--- src/rtl/cp0_regfile_v2.sv ---
// CP0 register file with Count/Compare timer, prescaler, hardware interrupt lines,
// and a req/ready access handshake with fixed latency.
module cp0_regfile_v2 #(
  parameter int INDEX_WIDTH = 5,
  parameter int NUM_HW_INT  = 6,
  parameter int COUNT_DIV   = 2,
  parameter int ACCESS_LAT  = 2
) (
  input  logic                  clk,
  input  logic                  rst,
  input  logic [NUM_HW_INT-1:0] ext_int,
  input  logic                  req_valid,
  input  logic                  req_write,
  input  logic [4:0]            req_addr,
  input  logic [2:0]            req_sel,
  input  logic [31:0]           req_wdata,
  output logic                  req_ready,
  output logic [31:0]           rdata,
  input  logic                  exc_valid,
  input  logic [4:0]            exc_code,
  input  logic                  exc_bd,
  input  logic [31:0]           exc_epc,
  input  logic                  exc_badva_valid,
  input  logic [31:0]           exc_badvaddr,
  input  logic                  eret,
  output logic [31:0]           epc,
  output logic [31:0]           status,
  output logic [31:0]           cause,
  output logic                  int_pending,
  output logic                  timer_int
);

  localparam logic [INDEX_WIDTH-1:0] RAND_MAX  = {INDEX_WIDTH{1'b1}};
  localparam logic [3:0]             PRESC_MAX = 4'(COUNT_DIV - 1);
  localparam logic [1:0]             WAIT_MAX  = 2'(ACCESS_LAT - 2);

  localparam logic [4:0] REG_INDEX   = 5'd0;
  localparam logic [4:0] REG_RANDOM  = 5'd1;
  localparam logic [4:0] REG_WIRED   = 5'd6;
  localparam logic [4:0] REG_BADVA   = 5'd8;
  localparam logic [4:0] REG_COUNT   = 5'd9;
  localparam logic [4:0] REG_COMPARE = 5'd11;
  localparam logic [4:0] REG_STATUS  = 5'd12;
  localparam logic [4:0] REG_CAUSE   = 5'd13;
  localparam logic [4:0] REG_EPC     = 5'd14;

  typedef enum logic [1:0] {
    ST_IDLE = 2'd0,
    ST_WAIT = 2'd1,
    ST_DONE = 2'd2
  } state_e;

  state_e           state_q, state_d;
  logic [1:0]       wait_q, wait_d;
  logic             rq_write_q, rq_write_d;
  logic [4:0]       rq_addr_q, rq_addr_d;
  logic [2:0]       rq_sel_q, rq_sel_d;
  logic [31:0]      rq_wdata_q, rq_wdata_d;
  logic [31:0]      rdata_q, rdata_d;

  logic [INDEX_WIDTH-1:0] index_q, index_d;
  logic [INDEX_WIDTH-1:0] random_q, random_d;
  logic [INDEX_WIDTH-1:0] wired_q, wired_d;
  logic [31:0]      badva_q, badva_d;
  logic [31:0]      count_q, count_d;
  logic [3:0]       presc_q, presc_d;
  logic [31:0]      compare_q, compare_d;
  logic [31:0]      epc_q, epc_d;
  logic [7:0]       im_q, im_d;
  logic             exl_q, exl_d;
  logic             ie_q, ie_d;
  logic             bd_q, bd_d;
  logic             ti_q, ti_d;
  logic [4:0]       exccode_q, exccode_d;
  logic [1:0]       swip_q, swip_d;
  logic [5:0]       hw_q, hw_d;

  logic [4:0]       rd_addr_s;
  logic [2:0]       rd_sel_s;
  logic [31:0]      rd_data_s;
  logic [7:0]       ip_s;
  logic             wr_en_s;
  logic             count_upd_s;

  assign ip_s    = {hw_q[5] | ti_q, hw_q[4:0], swip_q};
  assign status  = {9'd0, 1'b1, 6'd0, im_q, 6'd0, exl_q, ie_q};
  assign cause   = {bd_q, ti_q, 14'd0, ip_s, 1'b0, exccode_q, 2'b00};
  assign epc     = epc_q;
  assign timer_int   = ti_q;
  assign int_pending = ie_q & ~exl_q & (|(ip_s & im_q));
  assign req_ready   = (state_q == ST_DONE);
  assign rdata       = rdata_q;

  // An MTC0 only lands when no exception or ERET claims the same edge.
  assign wr_en_s = (state_q == ST_DONE) & rq_write_q & (rq_sel_q == 3'd0) & ~exc_valid & ~eret;

  // MFC0 read mux; uses live request fields when the access completes straight from IDLE.
  always_comb begin
    rd_data_s = 32'd0;
    if (state_q == ST_IDLE) begin
      rd_addr_s = req_addr;
      rd_sel_s  = req_sel;
    end else begin
      rd_addr_s = rq_addr_q;
      rd_sel_s  = rq_sel_q;
    end
    if (rd_sel_s == 3'd0) begin
      case (rd_addr_s)
        REG_INDEX:   rd_data_s = 32'(index_q);
        REG_RANDOM:  rd_data_s = 32'(random_q);
        REG_WIRED:   rd_data_s = 32'(wired_q);
        REG_BADVA:   rd_data_s = badva_q;
        REG_COUNT:   rd_data_s = count_q;
        REG_COMPARE: rd_data_s = compare_q;
        REG_STATUS:  rd_data_s = status;
        REG_CAUSE:   rd_data_s = cause;
        REG_EPC:     rd_data_s = epc_q;
        default:     rd_data_s = 32'd0;
      endcase
    end else begin
      rd_data_s = 32'd0;
    end
  end

  // Access handshake next-state logic.
  always_comb begin
    state_d    = state_q;
    wait_d     = wait_q;
    rq_write_d = rq_write_q;
    rq_addr_d  = rq_addr_q;
    rq_sel_d   = rq_sel_q;
    rq_wdata_d = rq_wdata_q;
    rdata_d    = rdata_q;
    case (state_q)
      ST_IDLE: begin
        if (req_valid) begin
          rq_write_d = req_write;
          rq_addr_d  = req_addr;
          rq_sel_d   = req_sel;
          rq_wdata_d = req_wdata;
          wait_d     = 2'd0;
          if (ACCESS_LAT == 1) begin
            state_d = ST_DONE;
            if (!req_write) rdata_d = rd_data_s;
            else            rdata_d = rdata_q;
          end else begin
            state_d = ST_WAIT;
          end
        end else begin
          state_d = ST_IDLE;
        end
      end
      ST_WAIT: begin
        if (wait_q == WAIT_MAX) begin
          state_d = ST_DONE;
          if (!rq_write_q) rdata_d = rd_data_s;
          else             rdata_d = rdata_q;
        end else begin
          wait_d = wait_q + 2'd1;
        end
      end
      ST_DONE: state_d = ST_IDLE;
      default: state_d = ST_IDLE;
    endcase
  end

  // Architectural register next-state logic.
  always_comb begin
    index_d   = index_q;
    random_d  = random_q;
    wired_d   = wired_q;
    badva_d   = badva_q;
    count_d   = count_q;
    presc_d   = presc_q;
    compare_d = compare_q;
    epc_d     = epc_q;
    im_d      = im_q;
    exl_d     = exl_q;
    ie_d      = ie_q;
    bd_d      = bd_q;
    ti_d      = ti_q;
    exccode_d = exccode_q;
    swip_d    = swip_q;
    hw_d      = 6'(ext_int);
    count_upd_s = 1'b0;

    if (wr_en_s && rq_addr_q == REG_COUNT) begin
      count_d     = rq_wdata_q;
      presc_d     = 4'd0;
      count_upd_s = 1'b1;
    end else if (presc_q == PRESC_MAX) begin
      count_d     = count_q + 32'd1;
      presc_d     = 4'd0;
      count_upd_s = 1'b1;
    end else begin
      presc_d = presc_q + 4'd1;
    end

    // A Compare write clears TI even if Count matches on the same edge.
    if (wr_en_s && rq_addr_q == REG_COMPARE) begin
      compare_d = rq_wdata_q;
      ti_d      = 1'b0;
    end else if (count_upd_s && (count_d == compare_q)) begin
      ti_d = 1'b1;
    end else begin
      ti_d = ti_q;
    end

    if (wr_en_s && rq_addr_q == REG_WIRED) begin
      random_d = RAND_MAX;
      wired_d  = rq_wdata_q[INDEX_WIDTH-1:0];
    end else if ((wired_q == RAND_MAX) || (random_q <= wired_q)) begin
      random_d = RAND_MAX;
    end else begin
      random_d = random_q - {{(INDEX_WIDTH-1){1'b0}}, 1'b1};
    end

    if (wr_en_s && rq_addr_q == REG_INDEX) index_d = rq_wdata_q[INDEX_WIDTH-1:0];
    else                                   index_d = index_q;

    if (exc_valid) begin
      exccode_d = exc_code;
      exl_d     = 1'b1;
      if (!exl_q) begin
        epc_d = exc_epc;
        bd_d  = exc_bd;
      end else begin
        epc_d = epc_q;
        bd_d  = bd_q;
      end
      if (exc_badva_valid) badva_d = exc_badvaddr;
      else                 badva_d = badva_q;
    end else if (eret) begin
      exl_d = 1'b0;
    end else begin
      if (wr_en_s && rq_addr_q == REG_STATUS) begin
        im_d  = rq_wdata_q[15:8];
        exl_d = rq_wdata_q[1];
        ie_d  = rq_wdata_q[0];
      end else begin
        im_d = im_q;
      end
      if (wr_en_s && rq_addr_q == REG_CAUSE) swip_d = rq_wdata_q[9:8];
      else                                   swip_d = swip_q;
      if (wr_en_s && rq_addr_q == REG_EPC)   epc_d = rq_wdata_q;
      else                                   epc_d = epc_q;
    end
  end

  // Handshake state registers.
  always_ff @(posedge clk or negedge rst) begin
    if (!rst) begin
      state_q    <= ST_IDLE;
      wait_q     <= 2'd0;
      rq_write_q <= 1'b0;
      rq_addr_q  <= 5'd0;
      rq_sel_q   <= 3'd0;
      rq_wdata_q <= 32'd0;
      rdata_q    <= 32'd0;
    end else begin
      state_q    <= state_d;
      wait_q     <= wait_d;
      rq_write_q <= rq_write_d;
      rq_addr_q  <= rq_addr_d;
      rq_sel_q   <= rq_sel_d;
      rq_wdata_q <= rq_wdata_d;
      rdata_q    <= rdata_d;
    end
  end

  // Architectural registers; Status resets with BEV set.
  always_ff @(posedge clk or negedge rst) begin
    if (!rst) begin
      index_q   <= {INDEX_WIDTH{1'b0}};
      random_q  <= RAND_MAX;
      wired_q   <= {INDEX_WIDTH{1'b0}};
      badva_q   <= 32'd0;
      count_q   <= 32'd0;
      presc_q   <= 4'd0;
      compare_q <= 32'd0;
      epc_q     <= 32'd0;
      im_q      <= 8'd0;
      exl_q     <= 1'b0;
      ie_q      <= 1'b0;
      bd_q      <= 1'b0;
      ti_q      <= 1'b0;
      exccode_q <= 5'd0;
      swip_q    <= 2'd0;
      hw_q      <= 6'd0;
    end else begin
      index_q   <= index_d;
      random_q  <= random_d;
      wired_q   <= wired_d;
      badva_q   <= badva_d;
      count_q   <= count_d;
      presc_q   <= presc_d;
      compare_q <= compare_d;
      epc_q     <= epc_d;
      im_q      <= im_d;
      exl_q     <= exl_d;
      ie_q      <= ie_d;
      bd_q      <= bd_d;
      ti_q      <= ti_d;
      exccode_q <= exccode_d;
      swip_q    <= swip_d;
      hw_q      <= hw_d;
    end
  end

endmodule

--- config.mk ---
export PLATFORM = sky130hd
export DESIGN_NAME = cp0_regfile_v2
export DESIGN_NICKNAME = d
export VERILOG_FILES = /design/src/rtl/cp0_regfile_v2.sv
export SDC_FILE = /design/constraint.sdc
export NUM_CORES = 1
export LEC_CHECK = 0
export BUFFER_PORTS_ARGS = -buffer_cell sky130_fd_sc_hd__buf_2
export CAP_MARGIN = 20
export CORE_ASPECT_RATIO = 1.4
export CORE_MARGIN = 2
export CORE_UTILIZATION = 56
export CTS_CLUSTER_DIAMETER = 200
export DETAILED_ROUTE_END_ITERATION = 10
export PLACE_DENSITY = 0.88
export SLEW_MARGIN = 0
export SYNTH_ARGS = -nofsm -noshare
export SYNTH_HDL_FRONTEND = slang
export SYNTH_SLANG_ARGS = --single-unit
--- constraint.sdc ---
create_clock -name clk -period 3.2 [get_ports clk]
set_input_delay 0.96 -clock clk [delete_from_list [all_inputs] [get_ports clk]]
set_output_delay 0.96 -clock clk [all_outputs]
set_load 0.01 [all_outputs]
# Word level (Yosys, flattened, before mapping)
# Index checks and enable logic that the tools add are counted.
totals:
  ff_bits: 249
  latchBits: 0
  ramBits: 0
  romBits: 0
  in_bits: 123
  output_inout_bits: 131
  word_cells: 119
  memories: 0
classes:
  addsub: 4
  mul: 0
  div: 0
  order_cmp: 1
  eq_ne: 24
  n_shift: 0
  n_mux: 27
  bitwise_logic: 12
  n_reduce_logical: 28
op_table:
  columns: ["op", "count"]
  rows:
  - ["32-bit case mux with 9 select lines", 1]
  - ["32-bit 2-to-1 mux", 7]
  - ["5-bit by 4-bit == test with 1-bit output, second input constant", 11]
  - ["32-bit by 1-bit adder with 32-bit output, second input constant", 1]
  - ["32-bit == test", 1]
  - ["5-bit 2-to-1 mux", 3]
  - ["3-bit AND reduction", 5]
  - ["5-bit by 3-bit == test with 1-bit output, second input constant", 2]
  - ["5-bit logical NOT", 2]
  - ["2-bit inequality test, second input constant", 5]
  - ["8-bit AND", 1]
  - ["1-bit logical AND", 8]
  - ["1-bit 2-to-1 mux", 8]
  - ["4-bit 2-to-1 mux", 2]
  - ["2-bit case mux with 2 select lines", 2]
  - ["8-bit OR reduction", 1]
  - ["1-bit AND", 6]
  - ["3-bit logical NOT", 2]
  - ["2-bit 2-to-1 mux", 3]
  - ["2-bit AND reduction", 3]
  - ["2-bit nonzero test", 3]
  - ["5-bit by 1-bit == test with 1-bit output, second input constant", 1]
  - ["5-bit == test, second input constant", 1]
  - ["5-bit <= comparator", 1]
  - ["12 further kinds", 16]

# Logic depth before layout (Yosys ltp)
# Gate-level depths: netlist (run 1).
depth:
  ltp_word: 11
  ltp_mapped: 13
  mapped_depth_nobuf: 11

# Worst setup path after synthesis (run 1)
# Ideal clock, no wire load.
synth_timing:
  kind: "input to register"
  startpoint: "input exc_valid"
  endpoint: "register ti_q, in the netlist timer_int"
  setup_ns: 0.081
  t_arrival_ns: 3.164
  required_ns: 3.119
  setup_slack_ns: -0.045
  path_stages: 11
  path_buffers: 2
  path_cell_list: "clkbuf_1 > nor4b_1 > nand3_1 > or3_1 > clkbuf_1 > a21oi_1 > xor2_1 > a211o_1 > nor4b_1 > o2111ai_1 > o22ai_2"
synth_between:
  elab_chain_cells: 8
  word_cells_on_any_way: 11
synth_lines:
  columns: ["element", "line_no", "rtl"]
  rows:
  - ["from (decl)", "19", "input logic exc_valid,"]
  - ["1-bit NOT (no line)", null, null]
  - ["1-bit AND (2 in a row)", "95", "assign wr_en_s = (state_q == ST_DONE) & rq_write_q & (rq_sel_q == 3'd0) & ~exc_valid & ~eret;"]
  - ["1-bit logical AND", "187", "if (wr_en_s && rq_addr_q == REG_COUNT) begin"]
  - ["32-bit 2-to-1 mux", "187", null]
  - ["via count_d[9]", "65", "logic [31:0] count_q, count_d;"]
  - ["32-bit == test", "203", "end else if (count_upd_s && (count_d == compare_q)) begin"]
  - ["1-bit logical AND", "203", null]
  - ["2-bit nonzero test (no line)", null, null]
  - ["to (signal assigned)", "303", "ti_q <= ti_d;"]
  - ["to (decl)", "73", "logic ti_q, ti_d;"]
# The timed path passes the listed nets, and every way through them passes these cells.
# A chain may end at the register's enable or synchronous reset.

# Worst setup path after layout (run 1)
layout_timing:
  startpoint: "register presc_q[1]"
  endpoint: "register ti_q, in the netlist timer_int"
layout_between:
  elab_chain_cells: 6
  word_cells_on_any_way: 8
layout_lines:
  columns: ["element", "line_no", "rtl"]
  rows:
  - ["from (decl)", "66", "logic [3:0] presc_q, presc_d;"]
  - ["from (signal assigned)", "296", "presc_q <= presc_d;"]
  - ["4-bit by 1-bit == test with 1-bit output (*)", "191", "end else if (presc_q == PRESC_MAX) begin"]
  - ["32-bit 2-to-1 mux", "191", null]
  - ["32-bit 2-to-1 mux", "187", null]
  - ["32-bit == test", "203", null]
  - ["1-bit logical AND (*)", "203", null]
  - ["2-bit nonzero test (no line) (*)", null, null]
# Mark *: on every way between the ends. The rest lies on a longest branch, timed or not.

==> results of run 1 <==
## critical path: stages (launching register included)
cell and delay [ns]:
dfrtp_1 0.37, inv_1 0.05, ha_1 0.14, or3b_4 0.46, nor4_4 0.36, buf_4 0.17, nand3_2 0.10, xnor2_1 0.23
a21oi_1 0.14, or4_1 0.57, nor4_2 0.14, a21oi_1 0.14, o22ai_2 0.12
## worst paths after layout
kind                                                    to  slack, ns  cells past startpoint
worst max-delay path                 timer_int$_DFFE_PN0P_       0.13                     12
worst min-delay path                badva_q[9]$_DFFE_PN0P_       0.45                      1
worst max register to register       timer_int$_DFFE_PN0P_       0.13                     12
worst min register to register       random_q[0]$_DFF_PN1_       0.47                      1
max in group asynchronous       rq_wdata_q[31]$_DFFE_PN0P_       1.96                      2
min in group clk                     random_q[0]$_DFF_PN1_       0.47                      1
## flip-flops by register name, indices dropped and copies added (netlist names), 2 cells and up
signal / count
epc: 32
rdata: 32
hw_q: 6
rq_sel_q: 3
swip_q: 2
im_q: 8
exccode_q: 5
state_q: 2
rq_addr_q: 5
wait_q: 2
index_q: 5
count_q: 32
rq_wdata_q: 32
badva_q: 32
presc_q: 4
random_q: 5
compare_q: 32
wired_q: 5
## area by class of cell
| class | count | area (sq um) |
|---|---|---|
| Tap cell | 301 | 377 |
| Multi-Input combinational cell | 859 | 6090 |
| Timing Repair Buffer | 309 | 1870 |
| Clock inverter | 4 | 76.3 |
| Inverter | 24 | 90.1 |
| Sequential cell | 249 | 6240 |
| Fill cell | 1680 | 7070 |
| Clock buffer | 36 | 717 |
## timing repair
action | 4_1_cts | 5_1_grt
resized for setup | 0 | 3
hold buffers | 0 | 0
setup endpoints to repair | 0 | 1
endpoints found under the hold margin | 0 | 0
## metal layers
metal / track usage (%) / routed length (um) / up-vias
li1: - / - / 4829
met4: 19.7 / 2630 / 0
met3: 4.11 / 2430 / 167
met1: 37.7 / 14700 / 5536
met2: 59.4 / 21100 / 557
met5: 0 / 0 / -
## layout by cell type, fill, tap and decap left out, types with 25 or more instances in the layout
cell       instances
o21ai_0           70
buf_4             88
buf_2            213
nor2_1            53
a21oi_1           26
nand3_1           29
clkbuf_16         25
mux2i_1           37
xnor2_1           33
dfrtp_1          244
a22o_1            36
xor2_1            36
mux2_2           119
nand2_1          125
conb_1            39
a22oi_1           72
## cell families after synthesis
logic type               after synthesis
AND/OR/NAND/NOR                      325
AO/OA/AOI/OAI                        260
flip-flops                           249
multiplexers                         156
buffers and inverters                144
XOR/XNOR                              69
adder cells (fa/ha/maj)               10
other                                  2
## stage by stage
step                hold WS [ns]  area (sq um)  setup slack, ns  power [mW]  util (%)
detailed placement         0.452         14600           -0.155        7.70      65.0
floorplan                  0.435         13000           0.0630        6.28         -
finish                     0.449         15500            0.128        10.7      68.6
global placement           0.452         14600           -0.118        7.56      65.0
global route               0.485         15500          0.00231        11.1      68.6
CTS                        0.467         15400           0.0314        10.6      68.5
## power by group through the flow
stage	combinational (mW)	clock (mW)	sequential, mW
6_report	3.16	2.91	4.59
5_1_grt	3.39	3.04	4.64
4_1_cts	3.12	2.92	4.56
3_5_place_dp	3.09	0	4.60
3_3_place_gp	2.99	0	4.57
2_1_floorplan	1.88	0	4.39
==> results.txt, run 1 <==
Yosys top cell by area: dfrtp_1
via count: 11100
Int Pwr: 6.87 mW
startpoint types: flip-flop
die outline width: 132 um
Num Clock Sinks: 249
GRT Total Usage: 33.0%
TritonCTS clock tree: done
combinational family with the most area after synthesis: compound AO/OA/AOI/OAI gates
post-route ant nets: 0
Core Region: 22500 sq um
DR iter-0 viols: 1040
GRT Residual Overflow: 0
global-route wire length before repair: 62500 um
prevailing post-synth register cell: dfrtp_1
critical register-to-register path startpoint: presc_q[1]$_DFF_PN0_
share of the synthesized area in the top cell type: 47.4%
clock root buffer: clkbuf_16
H-tree depth: 1
std cell rows: 65
max_cap viols: 0
top-count cell post-synth: dfrtp_1
maximum buffer depth of the clock tree: 3
Die ar.: 24200 sq um
min-delay worst type: in2async
Worst Clk Skew: 0.0121 ns
combinational fraction of design power: 29.7%
CP max FO: 8
DRC violations left: 0
CTS buffer count: 24
largest net degree at the start of global routing: 87
final setup violation count: 0
Lkg Pwr: 7.32 nW
Worst Setup End Kind: flip-flop
YS warnings: 0
Final GP Congestion: 0.965
post-synthesis cell type count: 71
Vias per Instance: 6.22
Syn Inst Count: 1215
Compound-Gate Fraction of Synth Area: 14.1%
Post-Synth XOR/XNOR Area: 4.69%
Pins Over Slew Limit: 0
fin crit share: 96.0%
status: finished, final reports clean
commonest cells in the netlist: dfrtp_1, nand2_1, mux2_2, a22oi_1, o21ai_0
post-layout min period: 3.07 ns
Synth Area per Inst: 10.6 sq um
layout cells sized above 1: 33.1%
Worst Path Class, Setup: reg2reg
per-cell routed wire length: 22.9 um
CP required: 3.65 ns
clock transition at the registers of the reported paths: 0.07 ns
post-route insts no fill: 1782
Worst IR Drop VDD: 893 uV
Ports: 254
fmax: 0.326 GHz
routed wire length: 40800 um
CP Launch Point: presc_q[1]$_DFF_PN0_
Seq cells post-synth: 249
sequential-to-total area share from yosys stat: 48.4%
# diodes: 0
Slew @ Worst Pin: 0.782 ns
Die Ht: 183 um
Setup Buffers After CTS: 0
Cells after DPL: 1741
fin nets: 1600
port buffer count: 214
Clock Latency Late Sink: 0.53 ns
ys async rst share: 100%
unrepaired setup endpoints after global routing: no
Post-Synth Adder-Cell Area: 0.972%
Power Density: 690 nW/um^2
vias in the first global route: 11500
Initial Util: 57.2%
Slew headroom: 47.8%
initial antenna violation count: 0
Area Growth Syn to Fin: 20.0%
net switching power: 3.79 mW
Pre-antenna DRT Iters: 6
crit path DAT: 3.52 ns
Sw Ratio: 35.6%
Post-Syn Area: 12900 sq um
post-DP HPWL: 29400 um
post-route setup TNS: 0 ns
Reg power frac: 43.0%
clock power share: 27.3%
Final Hold Violating Endpoints: 0
simple-gate area share of the yosys netlist: 12.7%
number of synthesized flops with an enable pin: 0
mux share of post-synthesis cell area: 13.3%
top post-synthesis cells by area: dfrtp_1, mux2_2, a22oi_1, nand2_1, mux2i_1
Note: power is estimated with default switching activity, not from simulation.
==> inputs of run 2 (changes only) <==
--- a/config.mk
+++ b/config.mk
@@ -9,10 +9,10 @@
 export CAP_MARGIN = 20
 export CORE_ASPECT_RATIO = 1.4
 export CORE_MARGIN = 2
-export CORE_UTILIZATION = 56
+export CORE_UTILIZATION = 55
 export CTS_CLUSTER_DIAMETER = 200
 export DETAILED_ROUTE_END_ITERATION = 10
-export PLACE_DENSITY = 0.88
+export PLACE_DENSITY = 0.87
 export SLEW_MARGIN = 0
 export SYNTH_ARGS = -nofsm -noshare
 export SYNTH_HDL_FRONTEND = slang
==> results.txt, run 2 (synthesis results as in run 1) <==
Final Hold Violating Endpoints: 0 (unchanged)
Pins Over Slew Limit: 0 (unchanged)
post-layout min period: 3.07 ns (-0.00379 ns)
final setup violation count: 0 (unchanged)
GRT Residual Overflow: 0 (unchanged)
CP required: 3.65 ns (about the same)
Vias per Instance: 6.20 (-0.40%)
Hold Buf Count CTS: 0 (unchanged)
Reg area: 6240 sq um (unchanged)
Slew headroom: 48.4% (+0.55 points)
Initial Util: 55.7% (-1.5 points)
Pre-antenna DRT Iters: 8 (+2)
net switching power: 3.82 mW (+0.66%)
std cell rows: 66 (+1.5%)
clock root buffer: clkbuf_16
CP peak stage delay: 0.46 ns (-0.11 ns)
GRT Total Usage: 32.4% (-0.69 points)
H-tree depth: 1 (unchanged)
CTS buffer count: 25 (+4.2%)
maximum buffer depth of the clock tree: 3 (unchanged)
global-route wire length before repair: 61900 um (-0.93%)
initial antenna violation count: 1 (+1)
met2 usage: 58.4% (-1.0 points)
crit path DAT: 3.51 ns (about the same)
multi-input logic area: 6120 sq um (+0.60%)
fin crit share: 95.9% (-0.12 points)
post-route insts no fill: 1766 (-0.90%)
Sw Ratio: 35.8% (+0.22 points)
Num Clock Sinks: 249 (unchanged)
Area Growth Syn to Fin: 19.2%
most common cell after layout, fill and taps aside: dfrtp_1
Lkg Pwr: 7.25 nW (-1.0%)
post-DP HPWL: 29200 um (-0.58%)
Worst IR Drop VDD: 686 uV (-23%)
Slew @ Worst Pin: 0.774 ns (-0.00821 ns)
via count: 10900 (-1.3%)
post-route ant nets: 0 (unchanged)
Fill cells: 1774 (+5.6%)
DR iter-0 viols: 906 (-13%)
most frequent cells in the layout: dfrtp_1, buf_2, nand2_1
GRT met3 Usage: 4.73% (+0.63 points)
# diodes: 0 (unchanged)
post-route setup TNS: 0 ns (unchanged)
min-delay worst type: in2async
per-cell routed wire length: 23.0 um (+0.14%)
cells along the critical path: inv_1 -> ha_1 -> or3b_4 -> or3_1 -> nor4_2 -> xnor2_1 -> a32oi_1 -> nand4b_1 -> nor4b_1 -> o2111ai_1 -> o22ai_2
Cells after DPL: 1721 (-1.1%)
combinational fraction of design power: 28.6% (-1.1 points)
met1 usage: 36.7% (-0.99 points)
fmax: 0.326 GHz (+0.12%)
vias in the first global route: 11300 (-2.2%)
Final GP Congestion: 0.947 (-1.9%)
Die ar.: 24700 sq um (+1.8%)
clock transition at the registers of the reported paths: 0.06 ns (about the same)
TritonCTS clock tree: done
Design Power: 10.7 mW (about the same)
Die Ht: 185 um (+0.89%)
Core Region: 23100 sq um (+2.6%)
largest net degree at the start of global routing: 78 (-10%)
Clock Latency Late Sink: 0.53 ns (about the same)
unrepaired setup endpoints after global routing: no
Worst Path Class, Setup: reg2reg
max_cap viols: 0 (unchanged)
Worst Setup End Kind: flip-flop
Most Crowded Layer GR: met2
hold slack: 0.403 ns (-0.0462 ns)
startpoint types: flip-flop
port buffer count: 214 (unchanged)
Reg power frac: 43.5% (+0.5 points)
Ports: 254 (unchanged)
routed wire length: 40500 um (-0.76%)
Power Density: 695 nW/um^2 (+0.74%)
CP max FO: 7 (-1)
DRC violations left: 0 (unchanged)
status: finished, final reports clean
die outline width: 133 um (+0.88%)
placed cell areas: 14500 sq um (-1.2%)
final instance area: 15400 sq um (-0.70%)
layout cells sized above 1: 32.8% (-0.28 points)
clock power share: 27.9% (+0.6 points)
Crit-path slowest cell: or3b_4
Worst Clk Skew: 0.0142 ns (+0.00207 ns)
fin nets: 1577 (-1.4%)
Int Pwr: 6.85 mW (-0.31%)
-- run 2: changes by cell type in the layout (fill, tap and decap cells not counted), sizes merged --
cell and change:
buf -24, clkinv +6, clkinvlp +1, clkbuf -4
-- run 2: path summary, 6_finish.rpt --
kind                                       start                        end  slack, ns  cells past startpoint
max reg2reg                 presc_q[1]$_DFF_PN0_      timer_int$_DFFE_PN0P_       0.13                     11
min in group clk           random_q[0]$_DFF_PN1_      random_q[0]$_DFF_PN1_       0.47                      1
max in group asynchronous                    rst       rdata[6]$_DFFE_PN0P_       1.92                      2
max                         presc_q[1]$_DFF_PN0_      timer_int$_DFFE_PN0P_       0.13                     11
min                                          rst  compare_q[30]$_DFFE_PN0P_       0.40                      1
min reg2reg                random_q[0]$_DFF_PN1_      random_q[0]$_DFF_PN1_       0.47                      1
-- run 2: layer usage --
metal / wire length (um) / up-vias
met5: 0 / -
met4: 2340 / 0
met3: 2810 / 167
met2: 21100 / 575
met1: 14300 / 5431
li1: - / 4773
-- run 2: layout make-up --
class	instances	share of cell area, %
well taps	306	2.49
multi-input cells	859	39.9
flip-flops and latches	249	40.6
clock inverters	11	0.791
clock buffers	32	4.57
inverters	24	0.587
repair buffers	285	11.0
-- run 2: what timing repair did --
| item | in CTS | in global routing |
|---|---|---|
| resized for setup | 1 | 9 |
| endpoints found under the setup margin | 1 | 1 |
| setup buffers | 0 | 2 |
| pin swaps | 0 | 6 |
-- run 2: metrics by stage --
step	setup slack, ns	util [%]
2_1_floorplan	0.0630	-
3_3_place_gp	-0.188	62.6
3_5_place_dp	-0.220	62.6
4_1_cts	0.0631	66.1
5_1_grt	0.00695	66.4
6_report	0.132	66.4
-- run 2: critical path, delay by kind of cell, from the launching register on --
kind	cells	cell delay (ns)
adder cells (fa/ha/maj)	1	0.15
flip-flops	1	0.40
AND/OR/NAND/NOR	5	1.72
XOR/XNOR	1	0.14
AO/OA/AOI/OAI	3	0.52
buffers and inverters	1	0.06
-- run 2: power by group through the flow --
stage	sequential (mW)	clock, mW	combinational [mW]
2_1_floorplan	4.39	0	1.88
3_3_place_gp	4.62	0	2.89
3_5_place_dp	4.64	0	3.00
4_1_cts	4.59	2.99	3.02
5_1_grt	4.69	3.12	3.31
6_report	4.64	2.97	3.06
